<file path="config.mk">
export PLATFORM = sky130hd
export DESIGN_NAME = xmit_frame_gen
export DESIGN_NICKNAME = d
export VERILOG_FILES = /design/src/rtl/xmit_pkg.sv /design/src/rtl/xmit_prio_lfsr.sv /design/src/rtl/xmit_frame_gen.sv
export SDC_FILE = /design/constraint.sdc
export NUM_CORES = 1
export LEC_CHECK = 0
export BUFFER_PORTS_ARGS = -buffer_cell sky130_fd_sc_hd__buf_4
export CORE_UTILIZATION = 45
export CTS_BUF_LIST = sky130_fd_sc_hd__clkbuf_2
export DETAILED_ROUTE_END_ITERATION = 10
export PLACE_DENSITY = 0.77
export SETUP_SLACK_MARGIN = 0.3
export SYNTH_ARGS = -nofsm -noshare
export SYNTH_HDL_FRONTEND = slang
export SYNTH_SLANG_ARGS = --single-unit
</file>
<file path="constraint.sdc">
create_clock -name clk_sys -period 7.7 [get_ports clk_sys]
set_input_delay 1.155 -clock clk_sys [delete_from_list [all_inputs] [get_ports clk_sys]]
set_output_delay 1.155 -clock clk_sys [all_outputs]
set_load 0.01 [all_outputs]
</file>
<file path="src/rtl/xmit_pkg.sv">
// xmit_pkg: shared state, priority-mode and framing constants for the frame generator
package xmit_pkg;
  typedef enum logic [2:0] {IDLE, HDR, PAY, TRL, GAP} state_t;
  localparam logic [1:0] PRI_LO   = 2'd0;
  localparam logic [1:0] PRI_HI   = 2'd1;
  localparam logic [1:0] PRI_ALT  = 2'd2;
  localparam logic [1:0] PRI_RAND = 2'd3;
  localparam logic [7:0] HDR_BYTE = 8'hFF;
  localparam logic [7:0] TRL_BYTE = 8'h00;
  // Control block is the length repeated in both halves; callers truncate to 2*w bits
  function automatic logic [63:0] ctrl_blk(input logic [31:0] len, input int unsigned w);
    return ({32'd0, len} << w) | {32'd0, len};
  endfunction
endpackage

</file>
<file path="src/rtl/xmit_prio_lfsr.sv">
// xmit_prio_lfsr: 16-bit Galois LFSR (x^16+x^14+x^13+x^11) supplying random frame priority
module xmit_prio_lfsr #(
  parameter logic [15:0] SEED = 16'hACE1
) (
  input  logic clk,
  input  logic rst_n,
  input  logic i_adv,
  output logic o_bit
);
  logic [15:0] r_lfsr;
  always_ff @(posedge clk or negedge rst_n)
    if (!rst_n) r_lfsr <= SEED;
    else if (i_adv) r_lfsr <= (r_lfsr >> 1) ^ (r_lfsr[0] ? 16'hB400 : 16'h0000);
  assign o_bit = r_lfsr[0];
endmodule

</file>
<file path="src/rtl/xmit_frame_gen.sv">
// xmit_frame_gen: run-time configurable header/payload/trailer frame source for transmit-block bring-up
module xmit_frame_gen
  import xmit_pkg::*;
#(
  parameter int DATA_W  = 8,
  parameter int LEN_W   = 12,
  parameter int CNT_W   = 16,
  parameter int HDR_LEN = 4,
  parameter int TRL_LEN = 4,
  parameter logic [15:0] LFSR_SEED = 16'hACE1
) (
  input  logic               clk_sys,
  input  logic               reset_n,
  input  logic               start,
  input  logic               abort,
  input  logic               stall,
  input  logic [LEN_W-1:0]   cfg_len,
  input  logic [CNT_W-1:0]   cfg_num_frames,
  input  logic [7:0]         cfg_gap,
  input  logic [1:0]         cfg_pri_mode,
  input  logic               m_discard_en,
  output logic [DATA_W-1:0]  f_data_in,
  output logic               f_rec_data_valid,
  output logic               f_rec_frame_valid,
  output logic [2*LEN_W-1:0] f_ctrl_in,
  output logic               f_hi_priority,
  output logic               busy,
  output logic               done,
  output logic               cfg_err,
  output logic [CNT_W-1:0]   frames_sent,
  output logic [CNT_W-1:0]   discard_cnt
);
  localparam int MIN_LEN = HDR_LEN + TRL_LEN + 1;
  state_t           r_state, w_state_nx;
  logic [LEN_W-1:0] r_len, r_cnt, w_cnt_nx, w_cnt_inc, w_pay_last, w_gap_last;
  logic [CNT_W-1:0] r_num, r_frames, r_disc, w_frames_inc;
  logic [7:0]       r_gap;
  logic [1:0]       r_mode, w_mode;
  logic r_abort, r_done, r_cfg_err, r_pri, r_alt;
  logic w_go, w_abort, w_last, w_accept, w_err, w_new, w_exit, w_frame_end;
  logic w_alt_cur, w_pri_nx, w_lfsr_bit, w_hdr0, w_in_frame;

  assign w_go         = ~stall;
  assign w_abort      = r_abort | abort;
  assign w_frames_inc = r_frames + CNT_W'(1);
  assign w_last       = (r_num != '0) && (w_frames_inc == r_num);
  assign w_cnt_inc    = r_cnt + LEN_W'(1);
  assign w_pay_last   = r_len - LEN_W'(MIN_LEN);
  assign w_gap_last   = LEN_W'(r_gap) - LEN_W'(1);
  assign w_hdr0       = (r_state == HDR) && (r_cnt == '0);
  assign w_in_frame   = (r_state == HDR) || (r_state == PAY) || (r_state == TRL);

  // Priority is chosen as each frame begins; the first frame of an alternating run is high
  assign w_mode    = w_accept ? cfg_pri_mode : r_mode;
  assign w_alt_cur = w_accept | r_alt;
  assign w_pri_nx  = (w_mode == PRI_LO)  ? 1'b0 :
                     (w_mode == PRI_HI)  ? 1'b1 :
                     (w_mode == PRI_ALT) ? w_alt_cur : w_lfsr_bit;

  xmit_prio_lfsr #(.SEED(LFSR_SEED)) u_lfsr (
    .clk   (clk_sys),
    .rst_n (reset_n),
    .i_adv (w_new && (w_mode == PRI_RAND)),
    .o_bit (w_lfsr_bit)
  );

  always_ff @(posedge clk_sys or negedge reset_n)
    if (!reset_n) r_state <= IDLE;
    else r_state <= w_state_nx;

  always_comb begin
    w_state_nx  = r_state;
    w_cnt_nx    = r_cnt;
    w_accept    = 1'b0;
    w_err       = 1'b0;
    w_new       = 1'b0;
    w_exit      = 1'b0;
    w_frame_end = 1'b0;
    case (r_state)
      IDLE: if (start) begin
        if (cfg_len < LEN_W'(MIN_LEN)) w_err = 1'b1;
        else begin
          w_accept   = 1'b1;
          w_new      = 1'b1;
          w_state_nx = HDR;
          w_cnt_nx   = '0;
        end
      end
      HDR: if (w_go) begin
        w_cnt_nx = w_cnt_inc;
        if (r_cnt == LEN_W'(HDR_LEN - 1)) begin
          w_state_nx = PAY;
          w_cnt_nx   = '0;
        end
      end
      PAY: if (w_go) begin
        w_cnt_nx = w_cnt_inc;
        if (r_cnt == w_pay_last) begin
          w_state_nx = TRL;
          w_cnt_nx   = '0;
        end
      end
      TRL: if (w_go) begin
        w_cnt_nx = w_cnt_inc;
        if (r_cnt == LEN_W'(TRL_LEN - 1)) begin
          w_frame_end = 1'b1;
          w_cnt_nx    = '0;
          w_exit      = w_last | w_abort;
          w_new       = ~w_exit && (r_gap == '0);
          w_state_nx  = w_exit ? IDLE : w_new ? HDR : GAP;
        end
      end
      GAP: if (w_go) begin
        w_cnt_nx   = (w_abort || r_cnt == w_gap_last) ? '0 : w_cnt_inc;
        w_exit     = w_abort;
        w_new      = ~w_abort && (r_cnt == w_gap_last);
        w_state_nx = w_exit ? IDLE : w_new ? HDR : GAP;
      end
      default: w_state_nx = IDLE;
    endcase
  end

  always_ff @(posedge clk_sys or negedge reset_n)
    if (!reset_n) begin
      r_cnt     <= '0;
      r_len     <= '0;
      r_num     <= '0;
      r_gap     <= '0;
      r_mode    <= PRI_LO;
      r_frames  <= '0;
      r_abort   <= 1'b0;
      r_done    <= 1'b0;
      r_cfg_err <= 1'b0;
      r_pri     <= 1'b0;
      r_alt     <= 1'b0;
      r_disc    <= '0;
    end else begin
      r_cnt <= w_cnt_nx;
      if (w_accept) begin
        r_len  <= cfg_len;
        r_num  <= cfg_num_frames;
        r_gap  <= cfg_gap;
        r_mode <= cfg_pri_mode;
      end
      r_frames  <= w_accept ? '0 : w_frame_end ? w_frames_inc : r_frames;
      r_abort   <= (w_accept || w_exit) ? 1'b0 : r_abort | (abort && r_state != IDLE);
      r_done    <= w_exit;
      r_cfg_err <= w_err;
      if (w_new) begin
        r_pri <= w_pri_nx;
        r_alt <= ~w_alt_cur;
      end
      r_disc <= r_disc + CNT_W'(m_discard_en && r_disc != '1);
    end

  assign f_rec_data_valid  = w_in_frame && w_go;
  assign f_rec_frame_valid = w_hdr0 && w_go;
  assign f_ctrl_in         = w_hdr0 ? (2*LEN_W)'(ctrl_blk(32'(r_len), LEN_W)) : '0;
  assign f_data_in         = (r_state == HDR) ? DATA_W'(HDR_BYTE) :
                             (r_state == PAY) ? r_frames[DATA_W-1:0] :
                             (r_state == TRL) ? DATA_W'(TRL_BYTE) : '0;
  assign f_hi_priority     = r_pri;
  assign busy              = r_state != IDLE;
  assign done              = r_done;
  assign cfg_err           = r_cfg_err;
  assign frames_sent       = r_frames;
  assign discard_cnt       = r_disc;
endmodule

</file>
# --- After elaboration in Yosys (flattened, before gate mapping) ---
# Index checks and enable logic that the tools add are counted.
classes:
  addsub: 5
  order_cmp: 1
  eq_ne: 22
  mux: 51
  bitwise_logic: 10
  reduce_logical: 24
op_table:
  columns: ["operator", "count"]
  rows:
  - ["$mux W12", 8]
  - ["$mux W16", 3]
  - ["$pmux W12 S4", 1]
  - ["$mux W3", 13]
  - ["$eq A12 B12 Y1", 2]
  - ["$mux W24", 1]
  - ["$or A24 B12 Y24", 1]
  - ["$ne A2 B2 Y1 const B", 10]
  - ["$mux W1", 19]
  - ["$add A16 B1 Y16", 1]
  - ["$add A16 B1 Y16 const B", 1]
  - ["$eq A16 B16 Y1", 1]
  - ["$mux W8", 2]
  - ["$ne A16 B16 Y1 const B", 1]
  - ["$reduce_bool A16 Y1", 1]
  - ["$xor A15 B16 Y16", 1]
  - ["$pmux W3 S5", 1]
  - ["$add A12 B1 Y12 const B", 1]
  - ["$eq A12 B2 Y1 const B", 1]
  - ["$logic_not A12 Y1", 1]
  - ["$lt A12 B4 Y1 const B", 1]
  - ["$sub A12 B4 Y12 const B", 1]
  - ["$logic_and A1 B1 Y1", 9]
  - ["$reduce_and A9 Y1", 1]
  - ["20 further kinds", 31]
totals:
  regBits: 106
  inputBits: 44
  output_inout_bits: 70
  word_cells: 127

# --- Longest topological paths before layout ---
logic_depth:
  depth_word: 11
  ltp_mapped: 12
  depth_no_buf: 10

# --- By module ---
# Synthesis repeated with hierarchy kept, for this count alone.
unflattened:
  hier_cells: 711
  area_unflattened_um2: 6241.0
by_module_without_submodules:
  columns: ["mod", "instances", "cells_each", "area_per_inst_um2", "seq_area_each_um2"]
  rows:
  - ["xmit_frame_gen", 1, 671, 5585.4, 2252.2]
  - ["xmit_prio_lfsr", 1, 40, 655.6, 410.4]

# --- Least setup slack after synthesis ---
# Ideal clock, no wire load.
synth_path:
  path_type: "reg2reg"
  start: "reg r_gap[2]"
  end: "reg u_lfsr.r_lfsr[12]"
  setup_ns: 0.125
  arrival_ns: 3.088
  t_required_ns: 7.575
  path_slack_ns: 4.487
  path_stages_with_launch: 12
  path_buffers: 3
  period_less_slack_ns: 3.213
  path_cell_list: "dfrtp_1 -> buf_6 -> or4_4 -> or3_1 -> a211o_1 -> a2111oi_4 -> a31o_1 -> a21oi_2 -> or2_1 -> buf_6 -> buf_12 -> mux2_4"
synth_between:
  elab_chain_len: 6
  elab_cells_between_ends: 10
  classes_between: "add/sub (1); eq/ne (1); mux (4); reduce/logical (4)"
synth_rtl:
  columns: ["element", "line_no", "text"]
  rows:
  - ["from (decl)", "xmit_frame_gen.sv:37", "logic [7:0] r_gap;"]
  - ["from (signal assigned)", "xmit_frame_gen.sv:142", "r_gap <= cfg_gap;"]
  - ["$sub A8 B1 Y9 / $logic_not A8 Y1 (equally long branches)", "xmit_frame_gen.sv:49, xmit_frame_gen.sv:109", null]
  - ["$eq A12 B12 Y1 / $logic_and A1 B1 Y1 (equally long branches)", "xmit_frame_gen.sv:116, xmit_frame_gen.sv:109", null]
  - ["$logic_and A1 B1 Y1 / $mux W1 (equally long branches)", "xmit_frame_gen.sv:116, xmit_frame_gen.sv:105", null]
  - ["$mux W1, on equally long branches", "xmit_frame_gen.sv:113, xmit_frame_gen.sv:103", null]
  - ["$pmux W1 S3 *", "xmit_frame_gen.sv:79", "case (r_state)"]
  - ["$logic_and A1 B1 Y1 *", "xmit_frame_gen.sv:63", ".i_adv (w_new && (w_mode == PRI_RAND)),"]
  - ["to (signal assigned)", "xmit_prio_lfsr.sv:13", "else if (i_adv) r_lfsr <= (r_lfsr >> 1) ^ (r_lfsr[0] ? 16'hB400 : 16'h0000);"]
  - ["to (decl)", "xmit_prio_lfsr.sv:10", "logic [15:0] r_lfsr;"]
# Every way passes the cells marked *; elsewhere a longest branch is shown, timed or not.
# A chain may end at the register's enable or synchronous reset.

# --- Worst setup path after layout ---
layout_path:
  start: "reg r_cnt[10]"
  end: "out f_ctrl_in[23]"
layout_between:
  elab_chain_len: 3
layout_rtl:
  columns: ["element", "line_no", "text"]
  rows:
  - ["from (decl)", "xmit_frame_gen.sv:35", "logic [LEN_W-1:0] r_len, r_cnt, w_cnt_nx, w_cnt_inc, w_pay_last, w_gap_last;"]
  - ["from (signal assigned)", "xmit_frame_gen.sv:138", "r_cnt <= w_cnt_nx;"]
  - ["$logic_not A12 Y1", "xmit_frame_gen.sv:50", "assign w_hdr0 = (r_state == HDR) && (r_cnt == '0);"]
  - ["$logic_and A1 B1 Y1", "xmit_frame_gen.sv:50", null]
  - ["$mux W24", "xmit_frame_gen.sv:158", "assign f_ctrl_in = w_hdr0 ? (2*LEN_W)'(ctrl_blk(32'(r_len), LEN_W)) : '0;"]
  - ["to (decl)", "xmit_frame_gen.sv:25", "output logic [2*LEN_W-1:0] f_ctrl_in,"]
# No other way between the ends.

==> results.txt <==
Status: completed
Fraction of layout cells with a size suffix above 1: 0.2048
Syn avg cell area: 8.609 um^2
R2R Path Start: r_len[0]
Worst slew pin tran: 1.163 ns
First-pass GRT wire length: 25.62 mm
Detailed placement HPWL: 11.21 mm
Antenna Nets Post-Route: 0
Placed inst area: 7249 um^2
GRT Overall Usage: 0.2217
Largest net degree at the start of global routing: 74
Via/cell ratio: 5.543
Final #Nets: 871
Clock Sinks: 106
Clock Pin Slew Worst Setup and Hold Paths: 0.29 ns
Vias in the first global route: 5087
Most frequent cell after synthesis: nand2_1
Post-route clock skew: 0.01965 ns
Post-route design area: 7392 um^2
Fill cells: 1307
Iter 0 DRT Violations: 380
Die Area: 14870 um^2
Starting Density: 0.4646
Fin crit share: 0.5838
Mapped Area: 6474 um^2
CTS tree: yes
Final WL: 15.73 mm
Mapped Nets: 803
Yosys cell types: 71
Minimum clock period: 4.495 ns
Vias: 5576
Antenna violations before repair: 1
Routability-driven placement congestion ratio: 0.8743
Worst-case clock buffer depth: 2
Chip height: 121.9 um
Post-CTS Setup Bufs: 0
Hold-fix buffers, CTS: 0
Area Growth Syn to Fin: 14.19%
Startpoint Class: flip-flop
Most used DFF post-synth: dfrtp_1
Post-cts sizing count: 0
Yosys reg bits: 106
RSZ-0062 raised after global routing: false
Async SR Flop Fraction: 1.000
Clock latency on the worst-skew pair: 0.63 ns
Clock H-tree levels: 3
P_leak: 3.396 nW
Placeable Area: 13930 um^2
Max Clk Rate: 222.5 MHz
Total negative slack: 0 ns
Rows: 43
Yosys top cell by area: dfrtp_1
CTS buffer count: 9
Largest cells by area after synthesis: dfrtp_1, nand2_1, xor2_1
Rel. slew slack: 0.2138
Pwr Density: 296.4 nW/um^2
Fin. Hold Viols: 0
VDD IR max: 0.0001408 V
Worst EP arrival: 3.34 ns
DRC viols: 0
Final Slew Violations: 0
CP Class: flip-flop to output port
Final setup vio count: 0
Cells after synthesis: 752
Pre-antenna DRT Iters: 5
Area occupied by multi-input gates: 3408 um^2
Slowest cell on crit path: nor4bb_2
Worst Path Required: 6.55 ns
Synth top area share: 0.3788
CTS root buf: clkbuf_2
Hold Crit Class: input port to async pin
Max Fanout on Critical Path: 13
IO Count: 114
CP max stage delay: 1.01 ns
Grt total ovfl: 0
FF+latch area: 2663 um^2
Die X: 121.9 um
Worst reg2reg path depth: 10
CP Capture Type: output port
Port bufs: 113
Yosys warns: 0
R2R Setup Slk: 3.83 ns
Post-synth EDFFs: 0
Critical-path cell list: nor4_1 > nand3_1 > nor4bb_2 > and2_1 > buf_4
Sequential cell area fraction in the yosys report: 0.4113
Worst R2R End: r_cnt[10]
Synth cell count leaders: nand2_1, dfrtp_1, nor2_1
Max_cap viols: 0
Routed WL per cell: 15.64 um
[logic make-up (layout without fill, tap and decap cells)]
family / Yosys count / after routing / synth area share
compound gates: 121 / 121 / 0.1252
xor+xnor: 61 / 61 / 0.08253
fa+ha+maj: 7 / 7 / 0.01353
buf+inv: 79 / 152 / 0.06320
flops: 106 / 106 / 0.4113
mux: 21 / 21 / 0.04155
other cells: 0 / 1 / 0
simple gates: 357 / 357 / 0.2627
[per-layer routing]
layer,track usage,share of wire,up-vias
met5,0,0,-
met4,0.08256,0.021,0
met2,0.3542,0.47,187
met1,0.2957,0.45,2634
met3,0.04541,0.057,20
li1,-,-,2735
[layout make-up]
cell class              count  share of cell area
well taps                 180             0.03047
multi-input cells         567              0.4611
clock buffers              10            0.006770
clock inverters             6             0.01219
flip-flops and latches    106              0.3602
diodes                      1           0.0003385
repair buffers            118              0.1198
inverters                  18            0.009140
[metrics by stage]
step | hold slack (ns) | utilization | total power [mW] | instances | worst slack, ns
finish | 0.3966 | 0.5305 | 2.191 | 1006 | 3.205
global route | 0.3721 | 0.5305 | 2.362 | 1006 | 3.005
CTS | 0.3833 | 0.5303 | 2.205 | 1005 | 3.140
detailed placement | 0.4807 | 0.5202 | 1.897 | 989 | 3.457
global placement | 0.4806 | 0.5202 | 1.871 | 989 | 3.557
floorplan | 0.4572 | - | 1.575 | 752 | 4.487
[worst max-delay path, delay by kind of cell (launching register included)]
family,cells,cell delay [ns]
buffers and inverters,1,0.15
and+or+nand+nor,4,2.01
DFF,1,0.55
[where the power goes]
group / internal, mW / leakage [nW] / switching [mW]
logic: 0.454 / 1.96 / 0.526
clock network: 0.110 / 0.0841 / 0.196
registers: 0.691 / 1.35 / 0.214
total: 1.26 / 3.40 / 0.935
[how the worst max path moves through the flow]
stage                           from           endpoint  slack [ns]  cells past startpoint
final                      r_cnt[10]      f_ctrl_in[23]        3.20                      5
after global routing        r_cnt[2]      f_ctrl_in[23]        3.00                      5
after CTS                   r_cnt[8]      f_ctrl_in[11]        3.14                      5
after detailed placement  cfg_len[2]   u_lfsr.r_lfsr[4]        3.46                      9
after global placement    cfg_len[6]   u_lfsr.r_lfsr[2]        3.56                      9
after floorplan             r_gap[2]  u_lfsr.r_lfsr[12]        4.49                     11
[cell usage in the layout, fill, tap and decap left out, drive strengths merged, types with 7 or more instances in the layout]
cell and instances:
a21oi 20, and2 20, and3 8, buf 118, clkbuf 10, dfrtp 98
dfstp 8, ha 7, inv 19, mux2 17, nand2 163, nand2b 7
nand3 29, nand4 17, nor2 44, nor2b 7, nor3 21, nor4 16
o21ai 41, o31ai 11, xnor2 30, xor2 31
[sequential cells by signal (all words and copies together), names as in the netlist]
signal,cells
cfg_err,1
r_abort,1
r_alt,1
f_hi_priority,1
u_lfsr.r_lfsr,16
r_len,12
frames_sent,16
discard_cnt,16
r_state,3
r_cnt,12
done,1
r_gap,8
r_num,16
r_mode,2
Note: power is estimated with default switching activity, not from simulation.
